===== src/rtl/alu_issue_pkg.sv =====
// Shared widths, ALU function codes and writeback-entry type for the integer ALU issue path.
package alu_issue_pkg;

    localparam int LEN_WORD     = 32;
    localparam int LEN_FUNC3    = 3;
    localparam int LEN_REG_ADDR = 5;

    localparam logic [LEN_FUNC3-1:0] FUNC3_ADD = 3'b000;
    localparam logic [LEN_FUNC3-1:0] FUNC3_SL  = 3'b001;
    localparam logic [LEN_FUNC3-1:0] FUNC3_XOR = 3'b100;
    localparam logic [LEN_FUNC3-1:0] FUNC3_SR  = 3'b101;
    localparam logic [LEN_FUNC3-1:0] FUNC3_OR  = 3'b110;
    localparam logic [LEN_FUNC3-1:0] FUNC3_AND = 3'b111;

    typedef logic [LEN_WORD-1:0]     word_t;
    typedef logic [LEN_REG_ADDR-1:0] reg_addr_t;
    typedef logic [LEN_FUNC3-1:0]    func3_t;

    typedef struct packed {
        logic      valid;
        reg_addr_t addr;
        word_t     data;
    } wb_entry_t;

    // Register x0 never produces or consumes an in-flight value.
    function automatic logic addr_hit(input reg_addr_t src, input logic dst_valid,
                                      input reg_addr_t dst);
        return dst_valid && (src != '0) && (src == dst);
    endfunction

endpackage


===== src/rtl/alu_issue_wb_buf.sv =====
// Two-entry writeback FIFO; slot 0 is always the oldest entry. Both entries are
// exposed so the issue stage can compare against pending destinations.
module alu_issue_wb_buf
    import alu_issue_pkg::*;
#(
    parameter int DEPTH_WB = 2
) (
    input  logic      clk,
    input  logic      rst,
    input  logic      push,
    input  reg_addr_t push_addr,
    input  word_t     push_data,
    input  logic      pop,
    output logic      full,
    output wb_entry_t oldest,
    output wb_entry_t newest
);

    localparam logic [1:0] FULL_COUNT = 2'(DEPTH_WB);

    logic [1:0] count_reg, count_next;
    reg_addr_t  addr_reg [2];
    reg_addr_t  addr_next [2];
    word_t      data_reg [2];
    word_t      data_next [2];
    logic [1:0] slot_valid;
    logic       pop_ok;
    logic       push_ok;
    logic       wr_idx;

    genvar gi;
    generate
        for (gi = 0; gi < 2; gi++) begin : g_slot_valid
            assign slot_valid[gi] = (count_reg > 2'(gi));
        end
    endgenerate

    always_comb begin
        pop_ok     = pop & slot_valid[0];
        push_ok    = push & ((count_reg != FULL_COUNT) | pop_ok);
        // After an optional shift, the new entry lands just past the survivors.
        wr_idx     = count_reg[0] ^ pop_ok;
        addr_next  = addr_reg;
        data_next  = data_reg;
        if (pop_ok) begin
            addr_next[0] = addr_reg[1];
            data_next[0] = data_reg[1];
        end
        if (push_ok) begin
            addr_next[wr_idx] = push_addr;
            data_next[wr_idx] = push_data;
        end
        count_next = count_reg + {1'b0, push_ok} - {1'b0, pop_ok};
    end

    always_ff @(posedge clk or posedge rst) begin
        if (rst) begin
            count_reg <= '0;
            for (int i = 0; i < 2; i++) begin
                addr_reg[i] <= '0;
                data_reg[i] <= '0;
            end
        end else begin
            count_reg <= count_next;
            for (int i = 0; i < 2; i++) begin
                addr_reg[i] <= addr_next[i];
                data_reg[i] <= data_next[i];
            end
        end
    end

    always_comb begin
        full         = (count_reg == FULL_COUNT);
        oldest.valid = slot_valid[0];
        oldest.addr  = slot_valid[0] ? addr_reg[0] : '0;
        oldest.data  = slot_valid[0] ? data_reg[0] : '0;
        newest.valid = slot_valid[0];
        newest.addr  = addr_reg[slot_valid[1]];
        newest.data  = data_reg[slot_valid[1]];
    end

endmodule


===== src/rtl/alu_issue.sv =====
// Integer ALU issue stage: decode handshake -> EX register -> ALU -> writeback buffer.
// Define ALU_ISSUE_FWD_EN for operand forwarding; otherwise dependent ops interlock.
module alu_issue
    import alu_issue_pkg::*;
#(
    parameter int DEPTH_WB = 2
) (
    input  logic                    clk,
    input  logic                    rst,
    input  logic                    flush,
    input  logic                    in_valid,
    output logic                    in_ready,
    input  logic [LEN_FUNC3-1:0]    in_func3,
    input  logic                    in_mode_flag,
    input  logic [LEN_REG_ADDR-1:0] in_rd_addr,
    input  logic [LEN_REG_ADDR-1:0] in_rs1_addr,
    input  logic [LEN_REG_ADDR-1:0] in_rs2_addr,
    input  logic [LEN_WORD-1:0]     in_rs1_val,
    input  logic [LEN_WORD-1:0]     in_rs2_val,
    input  logic                    in_use_imm,
    input  logic [LEN_WORD-1:0]     in_imm,
    output logic [LEN_FUNC3-1:0]    alu_func3,
    output logic                    alu_mode_flag,
    output logic [LEN_WORD-1:0]     alu_rs1,
    output logic [LEN_WORD-1:0]     alu_rs2,
    input  logic [LEN_WORD-1:0]     alu_rd,
    output logic                    wb_valid,
    input  logic                    wb_ready,
    output logic [LEN_REG_ADDR-1:0] wb_addr,
    output logic [LEN_WORD-1:0]     wb_data
);

    logic      ex_valid_reg, ex_valid_next;
    func3_t    ex_func3_reg, ex_func3_next;
    logic      ex_mode_reg, ex_mode_next;
    reg_addr_t ex_rd_reg, ex_rd_next;
    word_t     ex_op1_reg, ex_op1_next;
    word_t     ex_op2_reg, ex_op2_next;

    wb_entry_t wb_oldest;
    wb_entry_t wb_newest;
    logic      wb_full;
    logic      wb_pop;
    logic      wb_push;
    logic      ex_advance;
    logic      accept;
    logic      hazard;
    word_t     op1_val;
    word_t     op2_val;

    alu_issue_wb_buf #(
        .DEPTH_WB (DEPTH_WB)
    ) u_wb_buf (
        .clk       (clk),
        .rst       (rst),
        .push      (wb_push),
        .push_addr (ex_rd_reg),
        .push_data (alu_rd),
        .pop       (wb_pop),
        .full      (wb_full),
        .oldest    (wb_oldest),
        .newest    (wb_newest)
    );

    assign wb_valid   = wb_oldest.valid;
    assign wb_addr    = wb_oldest.addr;
    assign wb_data    = wb_oldest.data;
    assign wb_pop     = wb_valid & wb_ready;
    // Results for x0 are dropped, but the op still leaves EX.
    assign ex_advance = ex_valid_reg & (!wb_full | wb_pop);
    assign wb_push    = ex_advance & !flush & (ex_rd_reg != '0);
    assign in_ready   = !rst & !flush & (!ex_valid_reg | ex_advance) & !hazard;
    assign accept     = in_valid & in_ready;

`ifdef ALU_ISSUE_FWD_EN
    // Newest producer wins: EX result, then newer WB entry, then older WB entry.
    function automatic word_t fwd_value(input reg_addr_t src, input word_t rf_val,
                                        input logic ex_v, input reg_addr_t ex_rd,
                                        input word_t ex_res, input wb_entry_t nw,
                                        input wb_entry_t od);
        if (addr_hit(src, ex_v, ex_rd))         return ex_res;
        if (addr_hit(src, nw.valid, nw.addr))   return nw.data;
        if (addr_hit(src, od.valid, od.addr))   return od.data;
        return rf_val;
    endfunction

    always_comb begin
        hazard  = 1'b0;
        op1_val = fwd_value(in_rs1_addr, in_rs1_val, ex_valid_reg, ex_rd_reg, alu_rd,
                            wb_newest, wb_oldest);
        op2_val = in_use_imm ? in_imm
                             : fwd_value(in_rs2_addr, in_rs2_val, ex_valid_reg, ex_rd_reg,
                                         alu_rd, wb_newest, wb_oldest);
    end
`else
    function automatic logic src_busy(input reg_addr_t src, input logic ex_v,
                                      input reg_addr_t ex_rd, input wb_entry_t nw,
                                      input wb_entry_t od);
        return addr_hit(src, ex_v, ex_rd) | addr_hit(src, nw.valid, nw.addr)
             | addr_hit(src, od.valid, od.addr);
    endfunction

    logic unused_fwd_data;
    assign unused_fwd_data = ^wb_newest.data;

    // Hold the op until every pending write to its sources has left the buffer.
    always_comb begin
        op1_val = in_rs1_val;
        op2_val = in_use_imm ? in_imm : in_rs2_val;
        hazard  = src_busy(in_rs1_addr, ex_valid_reg, ex_rd_reg, wb_newest, wb_oldest)
                | (!in_use_imm
                   & src_busy(in_rs2_addr, ex_valid_reg, ex_rd_reg, wb_newest, wb_oldest));
    end
`endif

    always_comb begin
        ex_valid_next = ex_valid_reg;
        ex_func3_next = ex_func3_reg;
        ex_mode_next  = ex_mode_reg;
        ex_rd_next    = ex_rd_reg;
        ex_op1_next   = ex_op1_reg;
        ex_op2_next   = ex_op2_reg;
        if (accept) begin
            ex_valid_next = 1'b1;
            ex_func3_next = in_func3;
            ex_mode_next  = in_mode_flag;
            ex_rd_next    = in_rd_addr;
            ex_op1_next   = op1_val;
            ex_op2_next   = op2_val;
        end else if (flush | ex_advance) begin
            ex_valid_next = 1'b0;
        end
    end

    always_ff @(posedge clk or posedge rst) begin
        if (rst) begin
            ex_valid_reg <= 1'b0;
            ex_func3_reg <= '0;
            ex_mode_reg  <= 1'b0;
            ex_rd_reg    <= '0;
            ex_op1_reg   <= '0;
            ex_op2_reg   <= '0;
        end else begin
            ex_valid_reg <= ex_valid_next;
            ex_func3_reg <= ex_func3_next;
            ex_mode_reg  <= ex_mode_next;
            ex_rd_reg    <= ex_rd_next;
            ex_op1_reg   <= ex_op1_next;
            ex_op2_reg   <= ex_op2_next;
        end
    end

    // The ALU sees a quiet zero operand set whenever EX is empty.
    assign alu_func3     = ex_valid_reg ? ex_func3_reg : '0;
    assign alu_mode_flag = ex_valid_reg & ex_mode_reg;
    assign alu_rs1       = ex_valid_reg ? ex_op1_reg : '0;
    assign alu_rs2       = ex_valid_reg ? ex_op2_reg : '0;

endmodule


===== config.mk =====
export PLATFORM = sky130hd
export DESIGN_NAME = alu_issue
export DESIGN_NICKNAME = d
export VERILOG_FILES = /design/src/rtl/alu_issue_pkg.sv /design/src/rtl/alu_issue_wb_buf.sv /design/src/rtl/alu_issue.sv
export SDC_FILE = /design/constraint.sdc
export NUM_CORES = 1
export LEC_CHECK = 0
export BUFFER_PORTS_ARGS = -buffer_cell sky130_fd_sc_hd__buf_2
export CAP_MARGIN = 10
export CORE_MARGIN = 5
export CORE_UTILIZATION = 47
export DETAILED_ROUTE_END_ITERATION = 10
export GPL_TIMING_DRIVEN = 0
export PLACE_DENSITY_LB_ADDON = 0.3
export SLEW_MARGIN = 15
export SYNTH_ARGS = -nofsm -noshare
export SYNTH_HDL_FRONTEND = slang
export SYNTH_HIERARCHICAL = 1
export SYNTH_SLANG_ARGS = --single-unit
export TNS_END_PERCENT = 50

===== constraint.sdc =====
create_clock -name clk -period 2.85 [get_ports clk]
set_clock_uncertainty 0.05 [all_clocks]
set_input_delay 0.7125 -clock clk [delete_from_list [all_inputs] [get_ports clk]]
set_output_delay 0.7125 -clock clk [all_outputs]
set_load 0.005 [all_outputs]

Word level (Yosys, flattened, before mapping)
Index checks and enable logic that the tools add are counted.
{"block": "op_classes", "add_sub_neg": 2, "bitwise": 24, "reduce_logical": 21, "magnitude_cmp": 5, "eq_ne": 8, "n_mux": 21}
{"cell": "32-bit two-way mux", "count": 6}
{"cell": "64-bit bitwise mux", "count": 1}
{"cell": "64-bit two-way mux", "count": 1}
{"cell": "32-bit demux with 1-bit select", "count": 1}
{"cell": "5-bit == test", "count": 6}
{"cell": "5-bit two-way mux", "count": 6}
{"cell": "5-bit nonzero test", "count": 3}
{"cell": "1-bit AND", "count": 12}
{"cell": "1-bit logical AND", "count": 11}
{"cell": "10-bit bitwise mux", "count": 1}
{"cell": "10-bit two-way mux", "count": 1}
{"cell": "1-bit bitwise OR", "count": 9}
{"cell": "1-bit zero test", "count": 6}
{"cell": "5-bit demux with 1-bit select", "count": 1}
{"cell": "2-bit greater-or-equal comparator (second input constant)", "count": 2}
{"cell": "2-bit by 1-bit > comparator with 1-bit output (second input constant)", "count": 2}
{"cell": "1-bit inverter with 2-bit output", "count": 2}
{"cell": "3-bit two-way mux", "count": 1}
{"cell": "2-bit by 1-bit adder with 2-bit output", "count": 1}
{"cell": "2-bit == test (second input constant)", "count": 1}
{"cell": "2-bit by 1-bit < comparator with 1-bit output (second input constant)", "count": 1}
{"cell": "1-bit two-way mux", "count": 2}
{"cell": "2-bit != test (second input constant)", "count": 1}
{"cell": "2-bit nonzero test", "count": 1}
{"cell": "2 further kinds", "count": 2}
{"block": "word_totals", "out_inout_bits": 107, "in_bits": 153, "register_bits": 150}

Depth between registers and ports, before layout
Gate-level depths: netlist of run 1.
{"block": "depth", "ltp_word": 15, "depth_mapped": 14}

Modules after synthesis
The synthesis of run 1 kept the hierarchy.
{"mod": "alu_issue", "cells_per_inst": 327, "n_inst": 1, "seq_area_each_um2": 1851.8, "area_per_inst_um2": 4274.1}
{"mod": "alu_issue_wb_buf", "cells_per_inst": 298, "n_inst": 1, "seq_area_each_um2": 1901.8, "area_per_inst_um2": 4048.9}

Worst setup path after synthesis of run 1
No wires, ideal clock.
{"block": "synth_timing", "kind": "reg-to-reg", "from": "register u_wb_buf.count_reg[0]", "to": "register u_wb_buf.count_reg[1]", "path_buffers": 2, "t_required_ps": 2663, "arrival_ps": 2955, "setup_slack_ps": -293, "stages_incl_launch_ff": 14, "setup_time_ps": 137, "path_cell_list": "dfrtp_1 nor2_1 clkbuf_1 inv_1 buf_4 and2_1 nor2b_1 nor4b_1 o21ai_0 ha_1 inv_1 ha_1 xnor2_1 xnor2_1"}
{"item": "from (decl)", "line_no": "alu_issue_wb_buf.sv:21", "rtl": "logic [1:0] count_reg, count_next;"}
{"item": "from (signal assigned)", "line_no": "alu_issue_wb_buf.sv:64", "rtl": "count_reg <= count_next;"}

==> results.tsv, run 1 <==
metric	value	unit
status	complete, but fails checks	
failing checks	negative setup slack	
post-layout util	62.3	%
Post-Place Cells	1071	
CTS clk-pin slew, worst paths	0.06	ns
required time of the critical path	2.09	ns
I/O pins	260	
width of the die	140	µm
CP Capture Type	primary output	
final wirelength	19100	µm
WS Path Type	flop to primary output	
Routability Congestion	0.820	
Post-Syn Area	0.00795	mm²
share of cells above drive strength 1	62.8	%
initial antenna violation count	2	
Worst Path Buf+Inv	2	
Synth Instances	591	
final period utilization	112	%
nets	1031	
Layout fillers	1398	
CP arrival	2.43	ns
TritonCTS clock tree	built	
largest net degree at the start of global routing	58	
Finished Layout Cells	1110	
GRT Overall Usage	19.4	%
vias per cell	4.85	
initial DRC count	165	
synth warn	6	
CTS Sinks	150	
Die Area	0.0196	mm²
Worst Tran Pin Value	0.634	ns
fin. max-slew vios	0	
Die H	140	µm
Worst VDD drop	483	µV
syn_area_per_cell	13.5	µm²
FP Rows	47	
crit-path cells	buf_6 -> mux2_2 -> xor2_1 -> nor4_1 -> nand3_1 -> a31o_2 -> and3_4 -> buf_6	
remaining global-route overflow	0	
Skew-Pair Late Insertion Delay	0.42	ns
first-pass GRT wire length	30100	µm
Clock Root Buffer	clkbuf_16	
max incr delay on CP	0.42	ns
Period minus WS final	3.20	ns
clock tree buffer depth	2	
drt pass-1 iters	4	
Starting Density	48.0	%
Top Family by Delay on Critical Path	simple AND/OR/NAND/NOR gates	
Leak	0.00533	µW
DP Area	0.00959	mm²
Max-Cap Viols	0	
slowest library cell on the worst path	dfrtp_2	
worst setup margin	-0.347	ns
Inserted Clock Buffers	17	
crit path max fanout	6	
RSZ-0062 raised after global routing	yes	
Post-Syn Nets	746	
crit start category	flop	
final hold violations	0	
final antenna-violating net count	0	
Core ar.	0.0166	mm²
commonest non-fill, non-tap cell in the layout	buf_2	
DRC viols	0	
H-tree depth	4	
Min-Delay Path Class	primary input to async pin	
Cell Pwr Density	914	mW/mm²
# port buffers	258	
Final Instance Area	0.0103	mm²
routed vias	5388	
endpoints failing setup	2	
Wirelength per Cell	17.2	µm
most frequent cells in the layout	buf_2, mux2_2, dfrtp_1	
Crit path top cell by count	buf_6	
synthesis-to-finish area growth	30.0	%
number of global-route vias before repair	5637	
FMAX	313	MHz
Worst slew margin	57.6	%
CTS Hold Bufs	0	
hpwl dp	14500	µm
PnR Total Power	9450	µW
hold_ws	0.238	ns
## final timing paths
path,from,end,slack (ns),cells past startpoint
hold / removal,rst,ex_valid_reg$_DFFE_PP0P_,0.24,2
min in group clk,flop,flop,0.44,1
max in group asynchronous,rst,u_wb_buf/count_reg[0]$_DFF_PP0_,1.86,3
hold reg to reg,flop,flop,0.44,1
setup / recovery,u_wb_buf/count_reg[1]$_DFF_PP0_,in_ready,-0.35,8
setup reg to reg,u_wb_buf/count_reg[0]$_DFF_PP0_,u_wb_buf/count_reg[1]$_DFF_PP0_,-0.15,13
## layout make-up
cell class | count | area [µm²] | share of cell area (%)
Inverter | 6 | 27.5 | 0.266
Antenna cell | 1 | 2.50 | 0.0242
Buffer | 37 | 259 | 2.51
Sequential cell | 150 | 3760 | 36.3
Tap cell | 220 | 275 | 2.66
Clock inverter | 13 | 170 | 1.65
Multi-Input combinational cell | 398 | 4010 | 38.8
Timing Repair Buffer | 266 | 1400 | 13.5
Clock buffer | 19 | 443 | 4.28
## routing by layer
layer  track usage, %  vias up  wire (µm)
met3             5.08       22       1030
li1                 -     2617          -
met2             32.4      135       9580
met4             6.07        2        284
met5                0        -         13
met1             24.8     2612       8200
## power breakdown
group	leakage (µW)	internal, µW	switching [µW]
Combinational	0.00320	2230	1320
Sequential	0.00184	3080	506
Clock	0.000291	1410	907
## worst register-to-register path, delay by kind of cell (launching register included)
family / cells / cell delay [ns]
buf+inv: 4 / 0.45
fa+ha+maj: 2 / 0.51
simple gates: 4 / 0.96
compound gates: 1 / 0.23
xor+xnor: 2 / 0.29
flops: 1 / 0.43
## per-stage QoR
step	setup slack, ns	setup TNS [ns]
2_1_floorplan	0.00984	0
3_3_place_gp	-0.905	-199.36
3_5_place_dp	-0.665	-71.02
4_1_cts	-0.369	-1.44
5_1_grt	-0.403	-6.72
6_report	-0.347	-0.493
## what timing repair did
item | CTS | global route
pin swaps | 5 | 4
gates resized for setup | 22 | 7
cloned | 0 | 0
endpoints found under the setup margin | 172 | 131
buffers inserted | 4 | 2
(Power assumes the default switching activity.)
==> run 2, diff against run 1 <==
--- a/config.mk
+++ b/config.mk
@@ -8,13 +8,12 @@
 export BUFFER_PORTS_ARGS = -buffer_cell sky130_fd_sc_hd__buf_2
 export CAP_MARGIN = 10
 export CORE_MARGIN = 5
-export CORE_UTILIZATION = 47
+export CORE_UTILIZATION = 46
 export DETAILED_ROUTE_END_ITERATION = 10
 export GPL_TIMING_DRIVEN = 0
 export PLACE_DENSITY_LB_ADDON = 0.3
 export SLEW_MARGIN = 15
 export SYNTH_ARGS = -nofsm -noshare
 export SYNTH_HDL_FRONTEND = slang
-export SYNTH_HIERARCHICAL = 1
 export SYNTH_SLANG_ARGS = --single-unit
 export TNS_END_PERCENT = 50
==> results.tsv, run 2 <==
metric	value	unit	change
status	complete, but fails checks		
failing checks	negative setup slack		
Worst Tran Pin Value	0.795	ns	+0.161 ns
syn_area_per_cell	11.9	µm²	-12%
crit path max fanout	5		-1
multi-input logic area	0.00380	mm²	-5.2%
# port buffers	256		-0.78%
CP Capture Type	primary output		
initial DRC count	209		+27%
Max-Cap Viols	0		unchanged
endpoints failing setup	84		+82
worst r2r src	u_wb_buf.count_reg[1]$_DFF_PP0_		
remaining global-route overflow	0		unchanged
RSZ-0062 raised after global routing	yes		
hpwl dp	14900	µm	+2.6%
Period minus WS final	3.07	ns	-0.124 ns
initial antenna violation count	6		+4
Yosys top cell by area	dfrtp_1		
Storage cell area	0.00375	mm²	about the same
main area contributors after synthesis	dfrtp_1, mux2_2, mux2_1		
Post-Syn Area	0.00762	mm²	-4.2%
Post-Place Cells	1121		+4.7%
CTS clk-pin slew, worst paths	0.06	ns	about the same
first-pass GRT wire length	31400	µm	+4.4%
FMAX	325	MHz	+4.0%
nets	1094		+6.1%
drt pass-1 iters	5		+1
Finished Layout Cells	1174		+5.8%
Starting Density	46.4	%	-1.5 points
Worst slew margin	47.0	%	-11 points
final antenna-violating net count	0		unchanged
Final Instance Area	0.0104	mm²	+0.79%
DRC viols	0		unchanged
number of global-route vias before repair	6145		+9.0%
crit start category	primary input		
Die H	139	µm	-1.0%
Worst VDD drop	504	µV	+4.3%
worst setup margin	-0.223	ns	+0.124 ns
ys async rst share	100	%	
most frequent cells in the layout	buf_2, dfrtp_1, and2_1		
final hold violations	0		unchanged
Synth Instances	641		+8.5%
Skew-Pair Late Insertion Delay	0.40	ns	-0.02 ns
Layout fillers	1363		-2.5%
Most used DFF post-synth	dfrtp_1		
Yosys reg bits	150		
crit path launch	in_rs1_addr[2]		
count leader, synth	dfrtp_1		
Clock Root Buffer	clkbuf_16		
synth unique cells	40		
Synth top area share	49.3	%	
FP Rows	47		unchanged
final wirelength	20200	µm	+5.5%
top post-synthesis cells by count	dfrtp_1, and2_1, mux2_2		
CP arrival	2.31	ns	-0.12 ns
largest net degree at the start of global routing	36		-38%
FF-to-FF path depth	13		unchanged
width of the die	139	µm	-1.0%
I/O pins	260		unchanged
DP Area	0.00926	mm²	-3.4%
EDFF count, synth	0		
Core ar.	0.0164	mm²	-1.1%
fin. max-slew vios	0		unchanged
Inserted Clock Buffers	17		unchanged
Wirelength per Cell	17.2	µm	-0.29%
TritonCTS clock tree	built		
Cell Pwr Density	867	mW/mm²	-5.2%
Die Area	0.0192	mm²	-2.0%
commonest non-fill, non-tap cell in the layout	buf_2		
Seq/Total Area, Yosys	49.3	%	
required time of the critical path	2.09	ns	about the same
GRT Overall Usage	20.2	%	+0.84 points
H-tree depth	4		unchanged
Routability Congestion	0.882		+7.6%
synth warn	0		-6
post-layout util	63.5	%	+1.2 points
WS Path Type	primary input to primary output		
Leak	0.00520	µW	-2.3%
synthesis-to-finish area growth	36.8	%	
share of cells above drive strength 1	49.5	%	-13 points
clock tree buffer depth	2		unchanged
Post-Syn Nets	796		+6.7%
vias per cell	4.95		+2.1%
routed vias	5817		+8.0%
Min-Delay Path Class	primary input to async pin		
TNS Setup	-10.13	ns	-9.64 ns
placement-stage worst setup slack	-1.54	ns	-0.877 ns
final period utilization	108	%	-4.3 points
CTS Sinks	150		unchanged
## run 2: layout make-up
type / instances / share of cell area (%)
flip-flops and latches: 150 / 36.0
multi-input cells: 439 / 36.4
diodes: 3 / 0.0721
clock buffers: 24 / 4.82
well taps: 220 / 2.64
clock inverters: 7 / 0.673
inverters: 7 / 0.312
plain buffers: 43 / 3.06
repair buffers: 281 / 15.9
## run 2: worst max-delay path, stage by stage
cell	delay (ns)
buf_2	0.14
or2_1	0.26
nor4_2	0.23
nand2b_1	0.16
nor4_1	0.05
or4_4	0.49
a21oi_2	0.13
buf_2	0.14
## run 2: timing repair
item / 4_1_cts / 5_1_grt
pin swaps: 3 / 1
setup buffers: 5 / 8
gates resized for setup: 42 / 44
cloned: 0 / 8
hold buffers: 0 / 0
setup endpoints to repair: 165 / 164
## run 2: kinds of logic (layout without fill, tap and decap cells)
| logic type | after synthesis | count (layout) | share of synthesized area, % |
|---|---|---|---|
| AND/OR/NAND/NOR | 174 | 174 | 13.3 |
| buffers and inverters | 52 | 362 | 3.71 |
| adder cells (fa/ha/maj) | 2 | 2 | 0.328 |
| multiplexers | 184 | 184 | 26.5 |
| other | 0 | 3 | 0 |
| AO/OA/AOI/OAI | 52 | 52 | 3.74 |
| flip-flops | 150 | 150 | 49.3 |
| XOR/XNOR | 27 | 27 | 3.10 |
## run 2: final timing paths
| check | end | slack, ns |
|---|---|---|
| hold reg to reg | ex_op2_reg[13]$_DFFE_PP0P_ | 0.42 |
| hold / removal | ex_op1_reg[22]$_DFFE_PP0P_ | 0.31 |
| min in group clk | ex_op2_reg[13]$_DFFE_PP0P_ | 0.42 |
| max in group asynchronous | async pin | 1.93 |
| setup reg to reg | ex_op1_reg[0]$_DFFE_PP0P_ | -0.15 |
| setup / recovery | in_ready | -0.22 |
## run 2: where the power goes
| group | internal [µW] | switching (µW) | total (µW) |
|---|---|---|---|
| clock | 1310 | 837 | 2150 |
| combinational | 1940 | 1370 | 3310 |
| sequential | 3040 | 533 | 3580 |
## run 2: metal layers
layer | GRT usage, % | share of wire (%) | wire, µm
met5 | 0 | 0.20 | 41
met3 | 6.97 | 7.4 | 1490
met1 | 24.0 | 41 | 8350
met4 | 5.61 | 1.3 | 256
met2 | 35.1 | 50 | 10000
## run 2: stage by stage
stage | total power, µW | hold slack [ns]
finish | 9030 | 0.306
global route | 9690 | 0.310
CTS | 8860 | 0.290
detailed placement | 6470 | 0.416
global placement | 6370 | 0.408
floorplan | 5430 | 0.399
